==> config.mk <==
export PLATFORM = sky130hd
export DESIGN_NAME = prog_loader
export DESIGN_NICKNAME = d
export VERILOG_FILES = /design/src/rtl/prog_loader_pkg.sv /design/src/rtl/prog_loader_byte_packer.sv /design/src/rtl/prog_loader.sv
export SDC_FILE = /design/constraint.sdc
export NUM_CORES = 1
export LEC_CHECK = 0
export CAP_MARGIN = 20
export CORE_MARGIN = 4
export CORE_UTILIZATION = 47
export CTS_CLUSTER_SIZE = 16
export DETAILED_ROUTE_END_ITERATION = 7
export MAX_ROUTING_LAYER = met4
export PLACE_DENSITY = 0.79
export SLEW_MARGIN = 20
export SYNTH_ARGS = -nofsm -noshare
export SYNTH_HDL_FRONTEND = slang
export SYNTH_HIERARCHICAL = 1
export SYNTH_SLANG_ARGS = --single-unit
==> constraint.sdc <==
create_clock -name clk -period 2.4 [get_ports clk]
set_input_delay 0.24 -clock clk [delete_from_list [all_inputs] [get_ports clk]]
set_output_delay 0.24 -clock clk [all_outputs]
set_load 0.02 [all_outputs]
==> src/rtl/prog_loader_pkg.sv <==
// Shared types and stream-format constants for the program loader.
//   HDR_LEN        : length header bytes (16-bit little-endian word count)
//   BYTES_PER_WORD : instruction bytes per 32-bit program word
//   state_t        : loader FSM state encoding
package prog_loader_pkg;

    localparam int HDR_LEN        = 2;
    localparam int BYTES_PER_WORD = 4;
    localparam int LEN_W          = 8 * HDR_LEN;
    localparam int WORD_W         = 8 * BYTES_PER_WORD;
    localparam int BYTE_IDX_W     = $clog2(BYTES_PER_WORD);

    typedef enum logic [2:0] {
        ST_IDLE,
        ST_LEN0,
        ST_LEN1,
        ST_DATA,
        ST_WRITE,
        ST_CSUM,
        ST_DONE,
        ST_ERR
    } state_t;

endpackage

==> src/rtl/prog_loader_byte_packer.sv <==
// byte_packer: collects bytes into a little-endian 32-bit word.
//   clk, reset  : system clock, async active-low reset
//   clear       : return to byte 0 with an empty word
//   load        : byte_data is taken this cycle
//   byte_data   : incoming byte
//   word        : assembled word including any byte loaded this cycle, so
//                 the caller can capture a complete word on the 4th byte
//   byte_idx    : slot the next loaded byte goes into
//   word_full   : the byte loaded this cycle completes the word
module byte_packer
    import prog_loader_pkg::*;
(
    input  logic                  clk,
    input  logic                  reset,
    input  logic                  clear,
    input  logic                  load,
    input  logic [7:0]            byte_data,
    output logic [WORD_W-1:0]     word,
    output logic [BYTE_IDX_W-1:0] byte_idx,
    output logic                  word_full
);

    logic [WORD_W-1:0] word_q;

    always_ff @(posedge clk or negedge reset) begin
        if (!reset) begin
            word_q   <= '0;
            byte_idx <= '0;
        end else if (clear) begin
            word_q   <= '0;
            byte_idx <= '0;
        end else if (load) begin
            word_q   <= word;
            byte_idx <= byte_idx + 1'b1;
        end
    end

    always_comb begin
        word = word_q;
        if (load) begin
            word[{byte_idx, 3'b000} +: 8] = byte_data;
        end
    end

    assign word_full = load && (byte_idx == BYTE_IDX_W'(BYTES_PER_WORD - 1));

endmodule

==> src/rtl/prog_loader.sv <==
// prog_loader: receives a length-prefixed, XOR-checksummed byte stream and
// writes it word by word into program memory while holding the core in reset.
//   clk, reset            : system clock, async active-low reset
//   start                 : begin a session (honoured in IDLE, DONE, ERR)
//   rx_data/valid/ready   : byte stream handshake
//   imem_we/addr/wdata    : one-cycle program memory write per word
//   core_reset            : hold processor datapath (loading or failed load)
//   busy, done, error     : session in progress / completed ok / aborted
//
// state    | meaning
// ---------+-----------------------------------------------------------
// IDLE     | waiting for start after reset
// LEN0     | expecting word-count low byte
// LEN1     | expecting word-count high byte; range check on acceptance
// DATA     | collecting instruction bytes, XOR into checksum
// WRITE    | single-cycle memory write of the assembled word
// CSUM     | expecting checksum byte
// DONE     | last session good; core released
// ERR      | last session aborted; core held
module prog_loader
    import prog_loader_pkg::*;
#(
    parameter int          DEPTH_LOG2 = 8,
    parameter logic [63:0] BASE_ADDR  = 64'd0
) (
    input  logic              clk,
    input  logic              reset,
    input  logic              start,
    input  logic [7:0]        rx_data,
    input  logic              rx_valid,
    output logic              rx_ready,
    output logic              imem_we,
    output logic [63:0]       imem_addr,
    output logic [WORD_W-1:0] imem_wdata,
    output logic              core_reset,
    output logic              busy,
    output logic              done,
    output logic              error
);

    localparam int          KW       = DEPTH_LOG2 + 1;
    localparam logic [31:0] CAPACITY = 32'd1 << DEPTH_LOG2;

    state_t                  state;
    state_t                  state_nx;
    logic [LEN_W-1:0]        len;
    logic [KW-1:0]           k;
    logic [7:0]              csum;

    logic                    xfer;
    logic                    start_ok;
    logic                    pk_load;
    logic                    last_word;
    logic [LEN_W-1:0]        len_full;
    logic [WORD_W-1:0]       pk_word;
    logic [BYTE_IDX_W-1:0]   pk_idx;
    logic                    pk_full;

    assign rx_ready = (state == ST_LEN0) || (state == ST_LEN1) ||
                      (state == ST_DATA) || (state == ST_CSUM);
    assign xfer     = rx_valid && rx_ready;
    assign start_ok = start && ((state == ST_IDLE) || (state == ST_DONE) ||
                                (state == ST_ERR));
    assign pk_load  = (state == ST_DATA) && xfer;
    // Full length as it becomes known on the high-byte transfer.
    assign len_full  = {rx_data, len[7:0]};
    assign last_word = (32'(k) + 32'd1) >= 32'(len);

    byte_packer u_packer (
        .clk       (clk),
        .reset     (reset),
        .clear     (start_ok),
        .load      (pk_load),
        .byte_data (rx_data),
        .word      (pk_word),
        .byte_idx  (pk_idx),
        .word_full (pk_full)
    );

    always_ff @(posedge clk or negedge reset) begin
        if (!reset) begin
            state <= ST_IDLE;
        end else begin
            state <= state_nx;
        end
    end

    always_comb begin
        state_nx   = state;
        imem_we    = 1'b0;
        busy       = 1'b0;
        core_reset = 1'b0;
        done       = 1'b0;
        error      = 1'b0;
        case (state)
            ST_IDLE: begin
                if (start_ok) state_nx = ST_LEN0;
            end
            ST_LEN0: begin
                busy       = 1'b1;
                core_reset = 1'b1;
                if (xfer) state_nx = ST_LEN1;
            end
            ST_LEN1: begin
                busy       = 1'b1;
                core_reset = 1'b1;
                if (xfer) begin
                    if (32'(len_full) > CAPACITY) state_nx = ST_ERR;
                    else if (len_full == '0)      state_nx = ST_CSUM;
                    else                          state_nx = ST_DATA;
                end
            end
            ST_DATA: begin
                busy       = 1'b1;
                core_reset = 1'b1;
                if (pk_full) state_nx = ST_WRITE;
            end
            ST_WRITE: begin
                busy       = 1'b1;
                core_reset = 1'b1;
                imem_we    = 1'b1;
                state_nx   = last_word ? ST_CSUM : ST_DATA;
            end
            ST_CSUM: begin
                busy       = 1'b1;
                core_reset = 1'b1;
                if (xfer) state_nx = (rx_data == csum) ? ST_DONE : ST_ERR;
            end
            ST_DONE: begin
                done = 1'b1;
                if (start_ok) state_nx = ST_LEN0;
            end
            ST_ERR: begin
                error      = 1'b1;
                core_reset = 1'b1;
                if (start_ok) state_nx = ST_LEN0;
            end
            default: state_nx = ST_IDLE;
        endcase
    end

    // Address and data are captured on the completing byte so they are
    // stable for the whole WRITE cycle and hold afterwards.
    always_ff @(posedge clk or negedge reset) begin
        if (!reset) begin
            len        <= '0;
            k          <= '0;
            csum       <= '0;
            imem_addr  <= '0;
            imem_wdata <= '0;
        end else begin
            if (start_ok) begin
                len  <= '0;
                k    <= '0;
                csum <= '0;
            end
            if ((state == ST_LEN0) && xfer) len[7:0]  <= rx_data;
            if ((state == ST_LEN1) && xfer) len[15:8] <= rx_data;
            if (pk_load) csum <= csum ^ rx_data;
            if (pk_full) begin
                imem_addr  <= BASE_ADDR + (64'(k) << 2);
                imem_wdata <= pk_word;
            end
            if (state == ST_WRITE) k <= k + 1'b1;
        end
    end

endmodule

### Yosys cells after proc, flatten, opt, wreduce, memory -nomap -nowiden

Cells that the tools add are included.
Widths: inputs -> output; s select.

| word-level totals | value |
|---|---|
| flip-flop bits (word level) | 111 |
| bits of input ports | 12 |
| output and inout bits | 102 |

| cells by class | value |
|---|---|
| add/subtract/negate cells | 4 |
| magnitude comparators | 2 |
| eq/ne operators | 14 |
| shift-type cells | 2 |
| muxes and demuxes | 28 |
| bitwise operators | 1 |
| reductions and logical operators | 21 |

Operators by type and width:

| kind | count |
|---|---|
| $mux 32 | 3 |
| $bwmux 32 | 1 |
| $mux 8 | 4 |
| $shift 8x7->32 const A | 1 |
| $shiftx 8x7->32 | 1 |
| $mux 3 | 8 |
| $mux 9 | 2 |
| $pmux 3 s6 | 1 |
| $ge 10x16->1 | 1 |
| $gt 16x9->1 const B | 1 |
| $logic_not 16->1 | 1 |
| $mux 16 | 1 |
| $eq 3x3->1 const B | 4 |
| $add 9x1->10 const B | 1 |
| $add 9x1->9 const B | 1 |
| $eq 8x8->1 | 1 |
| $ne 2x2->1 const B | 4 |
| $reduce_bool 2->1 | 4 |
| $xor 8x8->8 | 1 |
| $neg 5->7 | 1 |
| $eq 3x2->1 const B | 2 |
| $logic_and 1x1->1 | 6 |
| $mux 1 | 6 |
| $reduce_or 6->1 | 1 |
| 10 further kinds | 15 |

### Logic depth before layout (Yosys ltp)

Gate-level depths: netlist of run 1.

| depth | value |
|---|---|
| depth in word-level cells | 9 |
| gate-level depth with buffers | 14 |
| gate-level depth less buffers | 12 |

### Modules after synthesis

The synthesis of run 1 kept the hierarchy.

Modules (own cells, without submodules):

| module | instances | cells an instance | area an instance (µm²) |
|---|---|---|---|
| prog_loader | 1 | 404 | 4,115.2 |
| byte_packer | 1 | 187 | 1,725.4 |

### Worst setup path after synthesis of run 1

OpenSTA, ideal clock, no wires.

| path | value |
|---|---|
| path type | flip-flop to flip-flop |
| start | reg k[2] |
| end | reg state[2] |
| arrival time | 2,290 ps |
| data required time | 2,267 ps |
| path slack | -23 ps |
| stages on the path, launching flop included | 12 |
| buffers on the path | 0 |
| cells stage by stage | dfrtp_1 -> and3_1 -> and3_1 -> and3_2 -> xor2_1 -> ha_1 -> nand2_1 -> a21oi_1 -> a2111oi_2 -> a21oi_1 -> o311ai_1 -> nand2_1 |

| between the ends | value |
|---|---|
| word-level cells in the longest chain between the ends | 4 |

RTL lines:

| item | RTL line | text |
|---|---|---|
| from (decl) | prog_loader.sv:47 | `logic [KW-1:0] k;` |
| from (signal assigned) | prog_loader.sv:164 | `if (state == ST_WRITE) k <= k + 1'b1;` |
| $add 9x1->10 | prog_loader.sv:67 | `assign last_word = (32'(k) + 32'd1) >= 32'(len);` |
| $ge 10x16->1 | prog_loader.sv:67 |  |
| $mux 3 | prog_loader.sv:122 | `state_nx = last_word ? ST_CSUM : ST_DATA;` |
| $pmux 3 s6 | prog_loader.sv:95 | `case (state)` |
| to (signal assigned) | prog_loader.sv:84 | `state <= state_nx;` |
| to (decl) | prog_loader.sv:44 | `state_t state;` |

Every way passes these cells.
A chain may end at the register's enable or synchronous reset.

### Final worst setup path of run 1

Ends and elaborated chain as after synthesis.

==> flow_summary.toml, run 1 <==
[pwr]
p_per_area_nw_per_um2 = 863
clockPowerShare_pct = 23.6
swShare_pct = 37.5
peakVddDrop_uv = 640
p_switching_uw = 2240
combPwrFrac_pct = 36.1
power.leakage_uw = 0.00343
power.internal_uw = 3730
seqPwrFrac_pct = 40.3

[clock_network]
clockBufferDepth = 2
cts_buffers = 9
h-tree-depth = 3
cts_num_sinks = 111
insertion_delay_ps = 350
ctsRootBufferMaster = "clkbuf_16"
cts_tree = "built"
clkTransAtPathRegs_ps = 70

[setup_path]
path_max_fanout = 2
crit_path_end_kind = "flop"
crit_family = "compound AO/OA/AOI/OAI gates"
startpoint_type = "flop"
r2r-start = "k[2]"
cp.buffers_inverters = 0
critPathArrivalTime_ps = 2640
slowest_stage = "dfrtp_1"
slowest_delay_ps = 380
r2r_cells = 11
cp_cell_sequence = "and3_4 > and3_4 > and3_4 > xor2_1 > ha_1 > nand2_2 > a21oi_2 > a2111oi_4 > a21oi_2 > o311ai_1 > nand2_1"
worstPathRequired_ps = 2630
path_common_cell = "and3_4"
rrSetupSlack_ps = -10
critPathKind = "reg -> reg"
crit-reg2reg-capture = "state[2]"

[placed_design]
port_buffers = 58
placed_area_um2 = 6560
dp_hpwl_um = 9650
pre_cts_slack_ps = -94.6
place.gp.congestion = 0.930

[synthesis]
synth_ff_type = "dfrtp_1"
synthArstFlopShare_pct = 100
syn_avg_cell_area_um2 = 9.88
ys_seq_area_share_pct = 47.6
yosysWarnings = 6
yosys.area.top_type = "dfrtp_1"
synth_cell_types = 50
synth-edff-count = 0
synth_top_cell_area_share_pct = 47.6
ys_ff_latch = 111
synthCells = 591
synth_area_leaders = "dfrtp_1 48%, mux2_2 8.1%, buf_4 7.3%"
synthesis.area_um2 = 5840

[timing]
drv_slew = 0
slew_headroom_pct = 56.6
min_period_ps = 2410
max_freq_ghz = 0.415
clock_skew_ps = 5.96
holdWs_ps = 433
setup_ws_ps = -11.4
post-route-period-util_pct = 100
hold_viol_final = 0
finalSetupViolations = 1
rsz0062_at_grt = "yes"
timing_worst_slew_pin_value_ps = 649

[route]
vias = 4443
wl_per_cell_um = 16.0
post-route-drc-count = 0
drt_iter0_markers = 368
vias_per_cell = 5.28
drt-total-wl_um = 13500
drtAntennaViolNets = 0
dr.pass1.iters = 5

[die]
pin_count = 114
core_um2 = 12100
num_rows = 40
start_util_pct = 48.2
die_x_um = 119
die_y_um = 119
die_area_um2 = 14300

[finish]
postLayoutCellArea_um2 = 6930
num_antenna_cells = 0
final_layout_size_suffix_gt1_share_pct = 18.5
nNetsFinal = 697
synthToLayoutAreaGrowth_pct = 18.6

[status]
outcome = "finished with violations"
violations = "negative setup slack"

[global_routing]
grt_usage_pct = 19.8
antenna_found_initial = 0
grt_pass1_vias = 4467
grt-ovfl-total = 0
grt_pass1_wl_um = 22200
grt_max_degree = 47

[job]
drv_cap = 0

[min_path]
hold_path_class = "in -> async"
cell families (layout without fill, tap and decap cells):
group,after synthesis,after routing,synth area share (%)
fa+ha+maj,16,16,3.43
xor+xnor,17,17,2.55
mux,44,44,8.44
compound gates,110,110,12.3
simple gates,179,179,14.0
other cells,1,55,0.0642
buf+inv,113,142,11.6
flops,111,111,47.6
power by group through the flow:
stage	sequential (uW)	clock [uW]	combinational [uW]
after floorplan	2390	0	1490
after global routing	2450	1540	2370
final	2410	1410	2160
after detailed placement	2440	0	2060
after CTS	2410	1440	2070
after global placement	2420	0	1940
final cells by class:
| class | count | area, um2 |
|---|---|---|
| clock buffers | 10 | 239 |
| flip-flops and latches | 111 | 2780 |
| repair buffers | 92 | 861 |
| multi-input cells | 421 | 2670 |
| clock inverters | 6 | 46.3 |
| fillers | 1015 | 5180 |
| well taps | 168 | 210 |
| inverters | 34 | 129 |
metal layers:
layer | up-vias | wire length [um] | GRT usage [%]
met2 | 192 | 6580 | 31.3
met4 | 0 | 214 | 5.80
met1 | 2155 | 5870 | 25.8
met5 | - | 0 | -
met3 | 27 | 834 | 4.18
li1 | 2069 | - | -
worst register-to-register path, cell delays in order (launching register included):
cell,delay [ps]
dfrtp_1,380
and3_4,180
and3_4,180
and3_4,180
xor2_1,140
ha_1,310
nand2_2,90
a21oi_2,50
a2111oi_4,300
a21oi_2,120
o311ai_1,280
nand2_1,70
Yosys cell counts, types with 3 or more instances:
| library cell | number |
|---|---|
| dfrtp_1 | 111 |
| nand2_1 | 98 |
| buf_4 | 57 |
| o21ai_0 | 51 |
| mux2_2 | 42 |
| nor2_1 | 37 |
| inv_1 | 30 |
| a32oi_1 | 17 |
| o31ai_1 | 17 |
| ha_1 | 16 |
| buf_2 | 12 |
| nand3_1 | 11 |
| xnor2_1 | 10 |
| o21ai_2 | 9 |
| a21oi_1 | 8 |
| xor2_1 | 7 |
| clkbuf_1 | 6 |
| nor4_1 | 5 |
| and3_1 | 4 |
| buf_6 | 3 |
| nor2_2 | 3 |
| nor3_1 | 3 |
what timing repair did:
| item | in CTS | in global routing |
|---|---|---|
| setup endpoints to repair | 2 | 3 |
| endpoints found under the hold margin | 40 | 0 |
| buffers inserted | 0 | 1 |
| hold buffers | 1 | 0 |
| gates resized for setup | 1 | 10 |
| pin swaps | 4 | 12 |
| gates cloned | 0 | 0 |
cells in the final DEF (no fill, tap or decap), drive strengths merged, types with 8 or more instances in the layout:
master and count:
dfrtp 111, nand2 99, o31ai 17, inv 31
o21ai 61, mux2 42, buf 34, xnor2 10
a21oi 8, nor2 40, nand3 12, clkdlybuf4s50 57
clkbuf 10, conb 55, a32oi 17, ha 16
sequential cells by signal, summed over array words and instances (netlist names):
name and count:
state 3, imem_addr 9, k 9, csum 8, u_packer/byte_idx 2, u_packer/word_q 32, imem_wdata 32, len 16
worst max-delay path by stage:
stage,startpoint,to,slack (ps),cells past startpoint
6_report,k[2],state[2],-10,11
5_1_grt,k[3],state[2],-110,11
2_1_floorplan,k[0],state[2],1,11
3_5_place_dp,k[0],state[2],-90,11
3_3_place_gp,k[2],state[2],-40,10
4_1_cts,k[2],state[2],10,10
per-stage QoR:
stage	total power (uW)	setup TNS, ps	std cells	utilization [%]
2_1_floorplan	3880	0	645	-
3_3_place_gp	4360	-36.2	824	54.2
3_5_place_dp	4490	-94.6	824	54.2
4_1_cts	5920	0	841	56.6
5_1_grt	6370	-221	842	57.2
6_report	5980	-11.4	842	57.2
No activity file was read; power rests on OpenSTA's default activity.
==> inputs of run 2 (changes only) <==
- SETUP_SLACK_MARGIN: default -> 0.4
==> run 2 against run 1 <==
  * The flow now finishes without violations
  * Total power increased by 5.7%
  * Clock power increased by 9%
  * Clock skew increased by 1.2 ps
  * Final cell count is 1.5% higher
  * Combinational power rose by 11%
  * Non-clock buffer count up 11
  * Design area up 3.7%
  * Sequential share of layout area decreased by 1.4 points
  * Wire length is 3.4% higher
  * Critical path depth fell by 2
==> flow_summary.toml, run 2 (synthesis results as in run 1) <==
[status]
outcome = "finished clean"

[die]
pin_count = 114
die_y_um = 119
num_rows = 40
core_um2 = 12100
die_area_um2 = 14300
die_x_um = 119
start_util_pct = 48.2

[min_path]
hold_path_class = "in -> async"

[clock_network]
insertion_delay_ps = 350
cts_tree = "built"
clockBufferDepth = 2
ctsRootBufferMaster = "clkbuf_16"
clkTransAtPathRegs_ps = 70
h-tree-depth = 3
cts_num_sinks = 111
cts_buffers = 9

[route]
met2RoutedLength_um = 7150
vias = 4523
dr.pass1.iters = 5
met3WireLength_um = 704
drtAntennaViolNets = 0
wl_met1_um = 5900
vias_per_cell = 5.29
drt_iter0_markers = 310
wl_per_cell_um = 16.3
highest_layer = "met4"
drt-total-wl_um = 14000
post-route-drc-count = 0

[finish]
nNetsFinal = 710
synthToLayoutAreaGrowth_pct = 23.0
num_antenna_cells = 0
final_common_cell = "dfrtp_1"
mostFrequentLayoutCells = "109 x dfrtp_1, 95 x nand2_1, 55 x conb_1, 51 x clkdlybuf4s50_1, 50 x o21ai_0"
final_layout_size_suffix_gt1_share_pct = 23.4
postLayoutCellArea_um2 = 7190
largest_registers = "imem_wdata (32), u_packer/word_q (32), len (16)"

[placed_design]
port_buffers = 58
place.gp.congestion = 0.810
pre_cts_slack_ps = -51.3
placed_area_um2 = 6600
dp_hpwl_um = 9530

[setup_path]
critPathKind = "reg -> reg"
crit_path_end_kind = "flop"
cp_cell_sequence = "and3_4 > and3_4 > nand3_2 > xnor2_2 > ha_1 > a2111oi_2 > a21oi_2 > o311ai_1 > nand2_1"
r2r_cells = 9
crit-reg2reg-capture = "state[2]"
rrSetupSlack_ps = 70
r2r-start = "k[2]"
slowest_delay_ps = 390
path_common_cell = "and3_4"
crit_start = "k[2]"
path_max_fanout = 4
slowest_stage = "a2111oi_2"
startpoint_type = "flop"
worstPathRequired_ps = 2620
critPathArrivalTime_ps = 2550

[pwr]
power.leakage_uw = 0.00357
seqPwrFrac_pct = 37.9
power.internal_uw = 3940
total_power_uw = 6320
peakVddDrop_uv = 714
p_per_area_nw_per_um2 = 879
p_switching_uw = 2380
clockPowerShare_pct = 24.3
swShare_pct = 37.7
combPwrFrac_pct = 37.8

[job]
drv_cap = 0

[global_routing]
grt_pass1_vias = 4392
grt_usage_pct = 19.7
grt-ovfl-total = 0
grt_max_degree = 53
antenna_found_initial = 0
grt_pass1_wl_um = 22200

[timing]
slew_headroom_pct = 57.1
clock_skew_ps = 7.12
rsz0062_at_grt = "yes"
tns_ps = 0
finalSetupViolations = 0
setup_ws_ps = 70.1
timing_worst_slew_pin_value_ps = 641
post-route-period-util_pct = 97.1
min_period_ps = 2330
max_freq_ghz = 0.429
drv_slew = 0
hold_viol_final = 0
## run 2: cell type report
cell class	count	area, um2
fillers	1016	4930
repair buffers	103	932
inverters	34	141
clock inverters	5	62.6
well taps	168	210
repair inverters	1	6.26
clock buffers	11	243
flip-flops and latches	111	2780
multi-input cells	422	2810
## run 2: layer usage
layer / vias to the layer above / global-route usage [%]
met3: 18 / 4.75
met1: 2263 / 24.6
met2: 148 / 32.3
li1: 2094 / -
met5: - / -
met4: 0 / 5.37
## run 2: power by group through the flow
stage / Sequential [uW] / Clock, uW / Combinational, uW
floorplan: 2400 / 0 / 1520
detailed placement: 2420 / 0 / 2110
global placement: 2390 / 0 / 2030
CTS: 2390 / 1560 / 2170
global route: 2430 / 1650 / 2620
finish: 2390 / 1540 / 2390
## run 2: worst max path at each step
stage,endpoint,slack [ps]
after CTS,state[2],60
final,state[2],70
after detailed placement,state[2],-50
after floorplan,state[2],150
after global placement,state[2],40
after global routing,state[2],-60
## run 2: timing repair
item,4_1_cts,5_1_grt
pin swaps,4,6
resized for setup,15,32
setup buffers,5,7
gates cloned,0,2
hold endpoints to repair,29,0
setup endpoints to repair,36,51
hold buffers,1,0
## run 2: critical path: cells and delay by family (launching register included)
| kind | cells | cell delay, ps |
|---|---|---|
| compound gates | 3 | 760 |
| xor+xnor | 1 | 160 |
| simple gates | 4 | 590 |
| flops | 1 | 360 |
| fa+ha+maj | 1 | 320 |
## run 2: per-stage QoR
step | hold WS, ps | util (%) | cells
floorplan | -55.6 | - | 645
detailed placement | 208 | 54.5 | 824
global route | 409 | 59.3 | 855
global placement | 193 | 54.5 | 824
finish | 388 | 59.3 | 855
CTS | 381 | 57.7 | 846
==> inputs of run 3 (changes only) <==
- CORE_UTILIZATION: 47 -> 46
- SYNTH_HIERARCHICAL: 1 -> default
==> run 3 against run 2 <==
  * The run now ends with negative setup slack left
  * Non-clock buffer count down 6
  * Sequential share of layout area increased by 0.51 points
  * Combinational power decreased by 2%
  * Count of clock-buffer cells in the layout is 2 lower
  * Critical path depth rose by 2
  * Die area is 4.7% lower
  * Clock power decreased by 8%
  * Largest cell class is now flip-flops and latches
  * Highest routed layer unchanged
==> flow_summary.toml, run 3 <==
[pwr]
clockPowerShare_pct = 22.8
peakVddDrop_uv = 629
p_per_area_nw_per_um2 = 943
seqPwrFrac_pct = 39.4
combPwrFrac_pct = 37.8
swShare_pct = 37.8
power.leakage_uw = 0.00303
power.internal_uw = 3860
total_power_uw = 6210
p_switching_uw = 2350

[clock_network]
cts_num_sinks = 103
insertion_delay_ps = 340
clockBufferDepth = 2
ctsRootBufferMaster = "clkbuf_16"
clkTransAtPathRegs_ps = 80
cts_tree = "built"
cts_buffers = 9
h-tree-depth = 3

[timing]
hold_viol_final = 0
post-route-period-util_pct = 102
finalSetupViolations = 1
clock_skew_ps = 8.57
timing_worst_slew_pin_value_ps = 522
max_freq_ghz = 0.410
min_period_ps = 2440
rsz0062_at_grt = "yes"
drv_slew = 0
setup_ws_ps = -37.1
slew_headroom_pct = 64.9

[setup_path]
critPathKind = "reg -> reg"
slowest_delay_ps = 430
rrSetupSlack_ps = -40
crit-reg2reg-capture = "state[1]"
cp_cell_sequence = "and3_4 > and3_4 > nand3_4 > buf_4 > nor2_1 > ha_1 > nor2_1 > nor4_2 > o311a_1 > or3_1 > a32oi_1"
r2r-start = "k[1]"
path_max_fanout = 3
r2r_cells = 11
startpoint_type = "flop"
critPathArrivalTime_ps = 2700
worstPathRequired_ps = 2660
slowest_stage = "dfrtp_1"
crit_path_end_kind = "flop"

[synthesis]
synth-edff-count = 0
synth_cell_types = 48
synth_ff_type = "dfrtp_1"
yosysWarnings = 0
post-synth-top-count-cell = "dfrtp_1"
syn_avg_cell_area_um2 = 9.82
synth_area_leaders = "dfrtp_1 47%, buf_4 7.7%, nand2_1 5.5%"
synthesis.area_um2 = 5430
synthArstFlopShare_pct = 100
synth_commonest_cells = "103 x dfrtp_1, 79 x nand2_1, 59 x o21ai_0, 56 x buf_4, 32 x a22o_1"
synthCells = 553
ys_seq_area_share_pct = 47.5
ys_ff_latch = 103
yosys.area.top_type = "dfrtp_1"
synth_top_cell_area_share_pct = 47.5

[global_routing]
grt-ovfl-total = 0
grt_pass1_wl_um = 19900
grt_usage_pct = 18.9
grt_pass1_vias = 4001
antenna_found_initial = 0
grt_max_degree = 85

[status]
violations = "negative setup slack"
outcome = "finished with violations"

[placed_design]
dp_hpwl_um = 8350
port_buffers = 58
place.gp.congestion = 0.852

[route]
wl_per_cell_um = 15.9
drt_iter0_markers = 338
vias = 4173
drtAntennaViolNets = 0
dr.pass1.iters = 5
post-route-drc-count = 0
drt-total-wl_um = 12300
vias_per_cell = 5.40

[finish]
largest_register_ffs = 32
num_antenna_cells = 0
synthToLayoutAreaGrowth_pct = 21.3
mostFrequentLayoutCells = "101 x dfrtp_1, 79 x nand2_1, 58 x o21ai_0, 56 x clkdlybuf4s50_1, 55 x conb_1"
fin_util_pct = 57.4
largest_registers = "imem_wdata (32), u_packer.word_q (24), len (16)"
final_layout_size_suffix_gt1_share_pct = 14.8
nNetsFinal = 653
final_common_cell = "dfrtp_1"
top_register = "imem_wdata"

[die]
num_rows = 39
core_um2 = 11500
die_y_um = 117
die_area_um2 = 13600
pin_count = 114
die_x_um = 117
start_util_pct = 47.3

[min_path]
hold_path_class = "in -> async"

[job]
drv_cap = 0
-- run 3: worst max-delay path: cells and delay by family, from the launching register on --
kind,cells,cell delay [ps]
compound gates,2,300
fa+ha+maj,1,230
simple gates,7,1230
flops,1,430
buf+inv,1,160
-- run 3: logic make-up (layout without fill, tap and decap cells) --
logic type	Yosys count	count (layout)	synth area share, %
adders and majority gates	16	16	3.69
AOI/OAI and AO/OA	142	142	17.4
xor gates and xnor gates	9	9	1.45
other	1	55	0.0691
muxes	10	10	2.07
DFF	103	103	47.5
and+or+nand+nor	168	168	16.1
buffers and inverters	104	127	11.8
-- run 3: timing repair --
item                                    CTS  global route
hold endpoints to repair                 19             0
pin swaps                                 3             4
hold buffers                              1             0
gates resized for setup                   9            13
endpoints found under the setup margin    8            46
buffers inserted                          3             4
-- run 3: metrics by stage --
| step | cells | cell area (um2) | hold slack, ps | worst slack, ps | setup TNS [ps] |
|---|---|---|---|---|---|
| finish | 773 | 6580 | 319 | -37.1 | -37.1 |
| global route | 773 | 6580 | 328 | -130 | -205 |
| CTS | 769 | 6480 | 323 | -59.3 | -59.3 |
| detailed placement | 749 | 6120 | 147 | -79.9 | -79.9 |
| global placement | 749 | 6120 | 139 | 17.1 | 0 |
| floorplan | 607 | 5670 | -55.6 | 2.97 | 0 |
-- run 3: layout make-up --
class                           count  area [um2]
Clock buffer                        9         225
Clock inverter                      7        61.3
Fill cell                         913        4890
Inverter                           14        52.6
Multi-Input combinational cell    400        2570
Sequential cell                   103        2580
Tap cell                          143         179
Timing Repair Buffer               97         913
-- run 3: worst max path at each step --
| stage | endpoint | slack [ps] | from |
|---|---|---|---|
| floorplan | state[1] | 3 | k[0] |
| global placement | state[1] | 20 | k[1] |
| global route | state[1] | -130 | k[1] |
| detailed placement | state[1] | -80 | k[1] |
| finish | state[1] | -40 | k[1] |
| CTS | state[1] | -60 | k[1] |
-- run 3: power groups by stage --
stage,clock network [uW],logic (uW),registers [uW]
after floorplan,0,1600,2410
after global placement,0,2140,2420
after detailed placement,0,2230,2440
after CTS,1440,2260,2420
after global routing,1530,2580,2500
final,1410,2350,2440
-- run 3: layer usage --
| metal | part of all wire, % | vias to the layer above | wire length, um | GRT usage, % |
|---|---|---|---|---|
| li1 | - | 1963 | - | - |
| met3 | 5.6 | 17 | 692 | 3.21 |
| met5 | 0 | - | 0 | - |
| met4 | 1.7 | 0 | 208 | 6.27 |
| met2 | 49 | 140 | 5970 | 28.6 |
| met1 | 44 | 2053 | 5440 | 26.1 |
